`config.mk`:
```
export PLATFORM = sky130hd
export DESIGN_NAME = rgb_pattern_gen_flat
export DESIGN_NICKNAME = d
export VERILOG_FILES = /design/src/rtl/rgb_pattern_gen_if.sv /design/src/rtl/rgb_pattern_gen.sv /design/src/flat_wrapper.sv
export SDC_FILE = /design/constraint.sdc
export NUM_CORES = 1
export LEC_CHECK = 0
export BUFFER_PORTS_ARGS = -buffer_cell sky130_fd_sc_hd__clkbuf_2
export CAP_MARGIN = 20
export CORE_MARGIN = 2
export CORE_UTILIZATION = 35
export CTS_CLUSTER_SIZE = 30
export DETAILED_ROUTE_END_ITERATION = 12
export SYNTH_ARGS = -nofsm -noshare
export SYNTH_HDL_FRONTEND = slang
export SYNTH_SLANG_ARGS = --single-unit
```
`constraint.sdc`:
```
create_clock -name I_clk -period 2.69 [get_ports I_clk]
set_input_delay 0.538 -clock I_clk [delete_from_list [all_inputs] [get_ports I_clk]]
set_output_delay 0.538 -clock I_clk [all_outputs]
set_load 0.005 [all_outputs]
```
`src/rtl/rgb_pattern_gen_if.sv`:
```
// Video source bundle for one LVDS link: run controls in, RGB and DE/HS/VS timing out.
// The generator connects through the master modport; the consumer uses the slave modport.
interface rgb_pattern_gen_if;
  logic        I_en;
  logic [1:0]  I_mode;
  logic [23:0] I_solid_rgb;
  logic [7:0]  O_R_data;
  logic [7:0]  O_G_data;
  logic [7:0]  O_B_data;
  logic        O_DE;
  logic        O_HS;
  logic        O_VS;
  logic        O_frame_start;
  logic [15:0] O_frame_cnt;

  modport master (
    input  I_en, I_mode, I_solid_rgb,
    output O_R_data, O_G_data, O_B_data, O_DE, O_HS, O_VS,
           O_frame_start, O_frame_cnt
  );

  modport slave (
    output I_en, I_mode, I_solid_rgb,
    input  O_R_data, O_G_data, O_B_data, O_DE, O_HS, O_VS,
           O_frame_start, O_frame_cnt
  );
endinterface

```
`src/rtl/rgb_pattern_gen.sv`:
```
// VESA-style timing plus a deterministic RGB test pattern for one LVDS link.
// Every output is registered one cycle after the counter state that produced it.
module rgb_pattern_gen #(
  parameter int H_ACTIVE = 1024,
  parameter int H_FP     = 24,
  parameter int H_SYNC   = 136,
  parameter int H_BP     = 160,
  parameter int V_ACTIVE = 768,
  parameter int V_FP     = 3,
  parameter int V_SYNC   = 6,
  parameter int V_BP     = 29,
  parameter bit HS_POL   = 1'b0,
  parameter bit VS_POL   = 1'b0
) (
  input  logic              I_clk,
  input  logic              I_rst_n,
  rgb_pattern_gen_if.master vid
);

  localparam int H_TOTAL = H_ACTIVE + H_FP + H_SYNC + H_BP;
  localparam int V_TOTAL = V_ACTIVE + V_FP + V_SYNC + V_BP;
  localparam int HW      = $clog2(H_TOTAL);
  localparam int VW      = $clog2(V_TOTAL);

  localparam logic [HW-1:0] H_ACT_L  = HW'(H_ACTIVE);
  localparam logic [HW-1:0] HS_BEG_L = HW'(H_ACTIVE + H_FP);
  localparam logic [HW-1:0] HS_END_L = HW'(H_ACTIVE + H_FP + H_SYNC);
  localparam logic [HW-1:0] H_LAST_L = HW'(H_TOTAL - 1);
  localparam logic [HW-1:0] BAR_W_L  = HW'(H_ACTIVE / 8);
  localparam logic [HW-1:0] BAR_MAX  = HW'(7);
  localparam logic [VW-1:0] V_ACT_L  = VW'(V_ACTIVE);
  localparam logic [VW-1:0] VS_BEG_L = VW'(V_ACTIVE + V_FP);
  localparam logic [VW-1:0] VS_END_L = VW'(V_ACTIVE + V_FP + V_SYNC);
  localparam logic [VW-1:0] V_LAST_L = VW'(V_TOTAL - 1);

  typedef enum logic {S_IDLE, S_RUN} state_t;

  // Fibonacci x^8+x^6+x^5+x^4+1, shifting right with feedback into the MSB.
  function automatic logic [7:0] lfsr_next(input logic [7:0] s);
    return {s[0] ^ s[4] ^ s[5] ^ s[6], s[7:1]};
  endfunction

  function automatic logic [23:0] bar_colour(input logic [2:0] idx);
    case (idx)
      3'd0:    return 24'hFFFFFF;
      3'd1:    return 24'hFFFF00;
      3'd2:    return 24'h00FFFF;
      3'd3:    return 24'h00FF00;
      3'd4:    return 24'hFF00FF;
      3'd5:    return 24'hFF0000;
      3'd6:    return 24'h0000FF;
      default: return 24'h000000;
    endcase
  endfunction

  state_t        state_q, state_d;
  logic [HW-1:0] h_cnt_q, h_cnt_d;
  logic [VW-1:0] v_cnt_q, v_cnt_d;
  logic [1:0]    mode_q, mode_d;
  logic [23:0]   solid_q, solid_d;
  logic [15:0]   pix_idx_q, pix_idx_d;
  logic [7:0]    lfsr_q, lfsr_d;
  logic [23:0]   rgb_q, rgb_d;
  logic          de_q, de_d;
  logic          hs_q, hs_d;
  logic          vs_q, vs_d;
  logic          fs_q, fs_d;
  logic [15:0]   fcnt_q, fcnt_d;

  logic          emit;
  logic          boundary;
  logic          de_now;
  logic [1:0]    mode_cur;
  logic [23:0]   solid_cur;
  logic [15:0]   pix_cur;
  logic [7:0]    lfsr_cur;
  logic [HW-1:0] bar_raw;
  logic [2:0]    bar_sel;
  logic [23:0]   pattern;

  always_comb begin
    // A pixel is produced while running, and also in the IDLE cycle that sees
    // I_en, which is itself h=0,v=0 of the new frame.
    emit      = (state_q == S_RUN) || vid.I_en;
    boundary  = emit && (h_cnt_q == '0) && (v_cnt_q == '0);
    de_now    = emit && (h_cnt_q < H_ACT_L) && (v_cnt_q < V_ACT_L);

    mode_cur  = boundary ? vid.I_mode      : mode_q;
    solid_cur = boundary ? vid.I_solid_rgb : solid_q;
    pix_cur   = boundary ? 16'd0           : pix_idx_q;
    lfsr_cur  = boundary ? 8'hFF           : lfsr_q;

    bar_raw   = h_cnt_q / BAR_W_L;
    bar_sel   = (bar_raw > BAR_MAX) ? 3'd7 : bar_raw[2:0];

    case (mode_cur)
      2'd0:    pattern = {pix_cur[7:0], ~pix_cur[7:0], 8'(v_cnt_q)};
      2'd1:    pattern = {lfsr_cur, ~lfsr_cur, lfsr_cur};
      2'd2:    pattern = solid_cur;
      default: pattern = bar_colour(bar_sel);
    endcase

    rgb_d     = de_now ? pattern : 24'h000000;
    de_d      = de_now;
    hs_d      = (emit && (h_cnt_q >= HS_BEG_L) && (h_cnt_q < HS_END_L)) ? HS_POL : ~HS_POL;
    vs_d      = (emit && (v_cnt_q >= VS_BEG_L) && (v_cnt_q < VS_END_L)) ? VS_POL : ~VS_POL;
    fs_d      = boundary;
    fcnt_d    = boundary ? fcnt_q + 16'd1 : fcnt_q;
    mode_d    = mode_cur;
    solid_d   = solid_cur;
    pix_idx_d = de_now ? pix_cur + 16'd1 : pix_cur;
    lfsr_d    = de_now ? lfsr_next(lfsr_cur) : lfsr_cur;

    state_d   = S_IDLE;
    h_cnt_d   = '0;
    v_cnt_d   = '0;
    if (emit) begin
      state_d = S_RUN;
      if (h_cnt_q == H_LAST_L) begin
        if (v_cnt_q == V_LAST_L) begin
          // Enable is only honoured here, so a started frame always completes.
          if (!vid.I_en) state_d = S_IDLE;
        end else begin
          v_cnt_d = v_cnt_q + 1'b1;
        end
      end else begin
        h_cnt_d = h_cnt_q + 1'b1;
        v_cnt_d = v_cnt_q;
      end
    end
  end

  always_ff @(posedge I_clk) begin
    if (!I_rst_n) begin
      state_q   <= S_IDLE;
      h_cnt_q   <= '0;
      v_cnt_q   <= '0;
      mode_q    <= 2'd0;
      solid_q   <= 24'h000000;
      pix_idx_q <= 16'd0;
      lfsr_q    <= 8'hFF;
      rgb_q     <= 24'h000000;
      de_q      <= 1'b0;
      hs_q      <= ~HS_POL;
      vs_q      <= ~VS_POL;
      fs_q      <= 1'b0;
      fcnt_q    <= 16'd0;
    end else begin
      state_q   <= state_d;
      h_cnt_q   <= h_cnt_d;
      v_cnt_q   <= v_cnt_d;
      mode_q    <= mode_d;
      solid_q   <= solid_d;
      pix_idx_q <= pix_idx_d;
      lfsr_q    <= lfsr_d;
      rgb_q     <= rgb_d;
      de_q      <= de_d;
      hs_q      <= hs_d;
      vs_q      <= vs_d;
      fs_q      <= fs_d;
      fcnt_q    <= fcnt_d;
    end
  end

  assign vid.O_R_data      = rgb_q[23:16];
  assign vid.O_G_data      = rgb_q[15:8];
  assign vid.O_B_data      = rgb_q[7:0];
  assign vid.O_DE          = de_q;
  assign vid.O_HS          = hs_q;
  assign vid.O_VS          = vs_q;
  assign vid.O_frame_start = fs_q;
  assign vid.O_frame_cnt   = fcnt_q;

endmodule

```
`src/flat_wrapper.sv`:
```
// flat-port wrapper written by rule: the top's interface ports become plain ports
module rgb_pattern_gen_flat 
#(
  parameter int H_ACTIVE = 1024,
  parameter int H_FP     = 24,
  parameter int H_SYNC   = 136,
  parameter int H_BP     = 160,
  parameter int V_ACTIVE = 768,
  parameter int V_FP     = 3,
  parameter int V_SYNC   = 6,
  parameter int V_BP     = 29,
  parameter bit HS_POL   = 1'b0,
  parameter bit VS_POL   = 1'b0
)
  (I_clk, I_rst_n, vid_I_en, vid_I_mode, vid_I_solid_rgb, vid_O_R_data, vid_O_G_data, vid_O_B_data, vid_O_DE, vid_O_HS, vid_O_VS, vid_O_frame_start, vid_O_frame_cnt);
  rgb_pattern_gen_if vid_i ();
  input  logic I_clk;
  input  logic I_rst_n;
  input wire logic [$bits(vid_i.I_en)-1:0] vid_I_en;
  input wire logic [$bits(vid_i.I_mode)-1:0] vid_I_mode;
  input wire logic [$bits(vid_i.I_solid_rgb)-1:0] vid_I_solid_rgb;
  output wire logic [$bits(vid_i.O_R_data)-1:0] vid_O_R_data;
  output wire logic [$bits(vid_i.O_G_data)-1:0] vid_O_G_data;
  output wire logic [$bits(vid_i.O_B_data)-1:0] vid_O_B_data;
  output wire logic [$bits(vid_i.O_DE)-1:0] vid_O_DE;
  output wire logic [$bits(vid_i.O_HS)-1:0] vid_O_HS;
  output wire logic [$bits(vid_i.O_VS)-1:0] vid_O_VS;
  output wire logic [$bits(vid_i.O_frame_start)-1:0] vid_O_frame_start;
  output wire logic [$bits(vid_i.O_frame_cnt)-1:0] vid_O_frame_cnt;
  assign vid_i.I_en = vid_I_en;
  assign vid_i.I_mode = vid_I_mode;
  assign vid_i.I_solid_rgb = vid_I_solid_rgb;
  assign vid_O_R_data = vid_i.O_R_data;
  assign vid_O_G_data = vid_i.O_G_data;
  assign vid_O_B_data = vid_i.O_B_data;
  assign vid_O_DE = vid_i.O_DE;
  assign vid_O_HS = vid_i.O_HS;
  assign vid_O_VS = vid_i.O_VS;
  assign vid_O_frame_start = vid_i.O_frame_start;
  assign vid_O_frame_cnt = vid_i.O_frame_cnt;
  rgb_pattern_gen #(.H_ACTIVE(H_ACTIVE), .H_FP(H_FP), .H_SYNC(H_SYNC), .H_BP(H_BP), .V_ACTIVE(V_ACTIVE), .V_FP(V_FP), .V_SYNC(V_SYNC), .V_BP(V_BP), .HS_POL(HS_POL), .VS_POL(VS_POL)) u_core (.I_clk(I_clk), .I_rst_n(I_rst_n), .vid(vid_i));
endmodule
```
Yosys cells after proc, flatten, opt, wreduce, memory -nomap -nowiden. Cells that the tools add are included.

Register bits: 116. Latch bits: 0. Bits in writable memories: 0. Memory bits (read-only): 0. Input bits: 29. Output and inout port bits: 44. Logic and storage cells: 72. Memories kept: 0.

$add $sub $neg: 4. Multiply operators: 0. Div/mod/pow operators: 0. Order comparisons: 7. Equality and inequality tests: 10. Shift-type cells: 0. Mux-type cells: 15. Bitwise logic cells: 7. Reduce and logical (&&, ||, !) cells: 16.

Operators by type and width (count): one-hot mux 24 bit (7 select lines) (1); one-hot mux 24 bit (3 select lines) (1); adder 16 x 1 -> 16 bit (second input constant) (2); 2-to-1 mux 16 bit (2); 2-to-1 mux 24 bit (1); less-than comparator 11 bit (second input constant) (2); less-than comparator 10 bit (second input constant) (2); 2-to-1 mux 8 bit (2); NOT 8 bit (2); adder 11 x 1 -> 11 bit (second input constant) (1); == test 11 bit (second input constant) (1); >= comparator 11 bit (second input constant) (1); logical NOT 11 bit (1); adder 10 x 1 -> 10 bit (second input constant) (1); == test 10 bit (second input constant) (1); >= comparator 10 bit (second input constant) (1); logical NOT 10 bit (1); 2-to-1 mux 10 bit (1); == test 3 bit (second input constant) (3); logical AND 1 bit (8); == test 3 x 2 -> 1 bit (second input constant) (2); 2-to-1 mux 1 bit (5); greater-than comparator 4 x 3 -> 1 bit (second input constant) (1); AND reduction 2 bit (2); other kinds (11) (14).

Longest topological paths before layout.
Depth in word-level cells: 8. Depth in mapped cells: 12. Mapped depth without buffers: 10.

Least setup slack after synthesis. Ideal clock, no wire load.

Path type: register to register. Start: register u_core.v_cnt_q[0]. End: register u_core.pix_idx_q[6]. Setup time: 0.116 ns. Arrival time: 2.178 ns. Data required time: 2.574 ns. Path slack: 0.396 ns. Cell stages (with the launch flop): 13. Buffers on the path: 2. Clock period less this slack: 2.294 ns. Path through: dfxtp_1 -> inv_1 -> ha_1 -> and4bb_2 -> nand2_1 -> or3_1 -> buf_2 -> clkbuf_1 -> and2_1 -> ha_1 -> nand4_1 -> xor2_1 -> nor2_1.

Cells in the longest elaborated chain, start to end: 5. Elaborated cells between the ends (all ways): 7. Those cells by class: 1 x add/sub; 1 x order compare; 2 x mux; 3 x reduce/logical.

Ends and longest elaborated chain: start: declaration (RTL line rgb_pattern_gen.sv:58) `logic [VW-1:0] v_cnt_q, v_cnt_d;`; start signal: assignment (RTL line rgb_pattern_gen.sv:151) `v_cnt_q <= v_cnt_d;`; logical NOT 10 bit (RTL line rgb_pattern_gen.sv:85) `boundary = emit && (h_cnt_q == '0) && (v_cnt_q == '0);`; logical AND 1 bit (RTL line rgb_pattern_gen.sv:85); 2-to-1 mux 16 bit (RTL line rgb_pattern_gen.sv:90) `pix_cur = boundary ? 16'd0 : pix_idx_q;`; adder 16 x 1 -> 16 bit (RTL line rgb_pattern_gen.sv:111) `pix_idx_d = de_now ? pix_cur + 16'd1 : pix_cur;`; 2-to-1 mux 16 bit * (RTL line rgb_pattern_gen.sv:111); end signal: assignment (RTL line rgb_pattern_gen.sv:154) `pix_idx_q <= pix_idx_d;`; end: declaration (RTL line rgb_pattern_gen.sv:61) `logic [15:0] pix_idx_q, pix_idx_d;`.

Mark *: on every way between the ends. The rest lies on a longest branch, timed or not. A chain may end at the register's enable or synchronous reset.

Final worst setup path.
Start: register u_core.v_cnt_q[0]. End: register u_core.fcnt_q[15], in the netlist u_core.vid.O_frame_cnt[15].

Cells in the longest elaborated chain, start to end: 2.

Ends and longest elaborated chain: logical NOT 10 bit (RTL line rgb_pattern_gen.sv:85); logical AND 1 bit (RTL line rgb_pattern_gen.sv:85); end signal: assignment (RTL line rgb_pattern_gen.sv:161) `fcnt_q <= fcnt_d;`; end: declaration (RTL line rgb_pattern_gen.sv:68) `logic [15:0] fcnt_q, fcnt_d;`.

No other way between the ends.

==> reports/summary.txt <==
status: finished, final reports clean
Avg WL per Cell: 16.6 um
CTS Buf Count: 9
first-pass GRT wire length: 23,800 um
antenna violations before repair: 0
final setup vio count: 0
f_max: 0.415 GHz
vias in the first global route: 4,599
dpl cell area: 0.00581 sq mm
Slowest Stage Delay on Critical Path: 0.61 ns
Syn Inst Count: 635
TritonCTS clock tree: yes
synth warn: 0
CP required: 2.94 ns
Rows: 44
HP Class: in2reg
ys flop type: dfxtp_1
critical setup path kind: reg2reg
Lkg Pwr: 2.44 nW
ys async rst share: 0%
Post-Syn Nets: 672
Final Hold Viols: 0
Setup Fix Bufs, Post-CTS: 0
WHS Path Cells: 3
Peak supply drop: 325 uV
# IOs: 73
Critical-path top delay cell: or4_4
Core Area: 0.0146 sq mm
fill count: 1,451
root buffer cell: clkbuf_16
Layout area overhead: 16.6%
Post-Syn Area per Cell: 8.27 sq um
DIE WIDTH: 126 um
Clock Skews: 0.00870 ns
Setup TNS Final: 0 ns
FF+latch count, synth: 108
largest net degree at the start of global routing: 30
max-slew violations: 0
Cell variety after synth: 52
clk_lat worst skew: 0.35 ns
layout cells sized above 1: 17.4%
Slew headroom: 35.4%
Die Y: 126 um
GRT Overall Usage: 18.3%
largest cells by area after synthesis: dfxtp_1 (41%), nand2_1 (7.5%), a21boi_0 (4.0%)
area taken by multi-input logic gates: 0.00285 sq mm
worst slew pin tran: 0.959 ns
starting density of the core: 36.0%
Arrival @ worst endpoint: 2.66 ns
CP Max Fanout: 12
# port buffers: 72
via/cell ratio: 5.40
CP endpoint kind: register
PnR worst setup slack: 0.283 ns
Tcrit/Tclk final: 89.5%
Post-CTS Hold Buffers: 0
cell count of the worst reg-to-reg path: 8
Reg clk slew, reported paths: 0.07 ns
global route overflow: 0
pwr dens: 643 mW/mm^2
DRT antenna net count: 0
RSZ-0062 raised after global routing: false
CP top delay family: simple AND/OR/NAND/NOR gates
Register Area: 0.00216 sq mm
Yosys top cell by area: dfxtp_1
Critical path buffers and inverters: 1
H-tree depth: 3
Syn Std Cell Area: 0.00525 sq mm
stages on the worst setup path: 8
pre-CTS WS: 0.187 ns
Initial DRC Count: 436
Placer Congestion: 0.920
HPWL after DPL: 10,700 um
Final #Nets: 733
CTS Sinks: 108
Synth top area share: 41.2%
die area: 0.0160 sq mm
post-route minimum period: 2.41 ns
Antenna diodes: 0
DRC: 0
Post-synth EDFFs: 0
DR pass1 iterations: 8
vias: 4,780
Max Cap Viol: 0
Total Wirelength: 14,700 um
CP cell instances: inv_1, ha_1, and4bb_2, nand4b_2, or4_4, nor4_1, xor2_1, and2_1
final instance area: 0.00612 sq mm
CTS Buffer Depth: 2
Seq/Total Area, Yosys: 41.2%
CP Launch Type: register
where the power goes:
part	internal (mW)	switching, mW
clock network	0.750	0.612
registers	1.73	0.0872
logic	0.297	0.458
total	2.78	1.16
final cells by class:
cell class,count,share of cell area [%]
Clock buffer,11,3.97
Clock inverter,5,1.00
Inverter,20,1.23
Multi-Input combinational cell,466,46.5
Sequential cell,108,35.3
Tap cell,184,3.76
Timing Repair Buffer,91,8.22
metal layers:
metal	wire (um)	up-vias	global-route usage, %
met2	6810	157	28.6
li1	-	2332	-
met4	276	0	7.43
met1	6820	2275	24.8
met3	774	16	3.96
met5	0	-	0
Yosys cell counts (16+ instances only):
cell type	count
dfxtp_1	108
nand2_1	105
nor2_1	47
a21boi_0	28
clkbuf_1	28
a21oi_1	24
xnor2_1	22
o21ai_0	21
nand4_1	20
inv_1	19
and2_1	17
nor2b_1	17
and3_1	16
nand3_1	16
worst min-delay path: stages:
cell and delay (ns):
clkbuf_2 0.09, nand2_1 0.04, a21boi_0 0.06
cell usage in the layout, fill, tap and decap left out, types with 2 or more instances in the layout:
cell | Yosys | routed
dfxtp_1 | 108 | 108
nand2_1 | 105 | 105
clkbuf_2 | 0 | 72
nor2_1 | 47 | 46
a21boi_0 | 28 | 28
a21oi_1 | 24 | 24
xnor2_1 | 22 | 22
o21ai_0 | 21 | 21
nand4_1 | 20 | 20
inv_1 | 19 | 19
buf_4 | 1 | 19
nor2b_1 | 17 | 17
and2_1 | 17 | 17
nand3_1 | 16 | 16
and3_1 | 16 | 16
xor2_1 | 13 | 13
nor3_1 | 11 | 11
mux2i_1 | 11 | 11
or3_1 | 11 | 10
a31oi_1 | 10 | 10
o22ai_1 | 9 | 9
o211ai_1 | 9 | 9
clkbuf_16 | 0 | 9
ha_1 | 8 | 8
o31ai_1 | 7 | 7
a211oi_1 | 7 | 7
a311oi_1 | 7 | 7
a21boi_1 | 5 | 5
nor4_4 | 3 | 3
clkinvlp_4 | 0 | 3
and4_1 | 2 | 2
nor4_1 | 2 | 2
state kept, by name, indices dropped and copies added, names as in the netlist:
| register | cells |
|---|---|
| u_core.rgb_q | 24 |
| u_core.solid_q | 24 |
| u_core.vid.O_frame_cnt | 16 |
| u_core.h_cnt_q | 11 |
| u_core.v_cnt_q | 10 |
| u_core.lfsr_q | 8 |
| u_core.pix_idx_q | 8 |
| u_core.mode_q | 2 |
| u_core.state_q | 1 |
| u_core.vid.O_DE | 1 |
| u_core.vid.O_HS | 1 |
| u_core.vid.O_VS | 1 |
| u_core.vid.O_frame_start | 1 |
final timing paths:
| path | startpoint | endpoint | slack, ns |
|---|---|---|---|
| max | u_core.v_cnt_q[0]$_SDFFE_PN0N_ | u_core.vid.O_frame_cnt[15]$_SDFFE_PN0N_ | 0.28 |
| min | vid_I_solid_rgb[13] | u_core.solid_q[13]$_SDFF_PN0_ | 0.44 |
| max reg2reg | u_core.v_cnt_q[0]$_SDFFE_PN0N_ | u_core.vid.O_frame_cnt[15]$_SDFFE_PN0N_ | 0.28 |
| min reg2reg | u_core.solid_q[3]$_SDFF_PN0_ | u_core.solid_q[3]$_SDFF_PN0_ | 0.47 |
cells by family after synthesis:
logic type	after synthesis	share of synthesized area, %
buffers and inverters	61	4.86
AOI/OAI and AO/OA	131	16.3
and+or+nand+nor	278	26.9
adders and majority gates	8	1.91
xor gates and xnor gates	35	5.84
DFF	108	41.2
muxes	14	3.00
repair_timing:
action	in CTS	in global routing
gates resized for setup	0	1
hold endpoints to repair	0	0
endpoints found under the setup margin	0	1
metrics by stage:
step	hold WS (ns)	util (%)	std cells	power, mW
3_5_place_dp	0.460	39.8	869	2.60
5_1_grt	0.435	41.9	885	4.14
2_1_floorplan	0.430	-	635	2.30
6_report	0.436	41.9	885	3.94
4_1_cts	0.426	41.9	885	3.96
3_3_place_gp	0.447	39.8	869	2.59
Note: power is estimated with default switching activity, not from simulation.
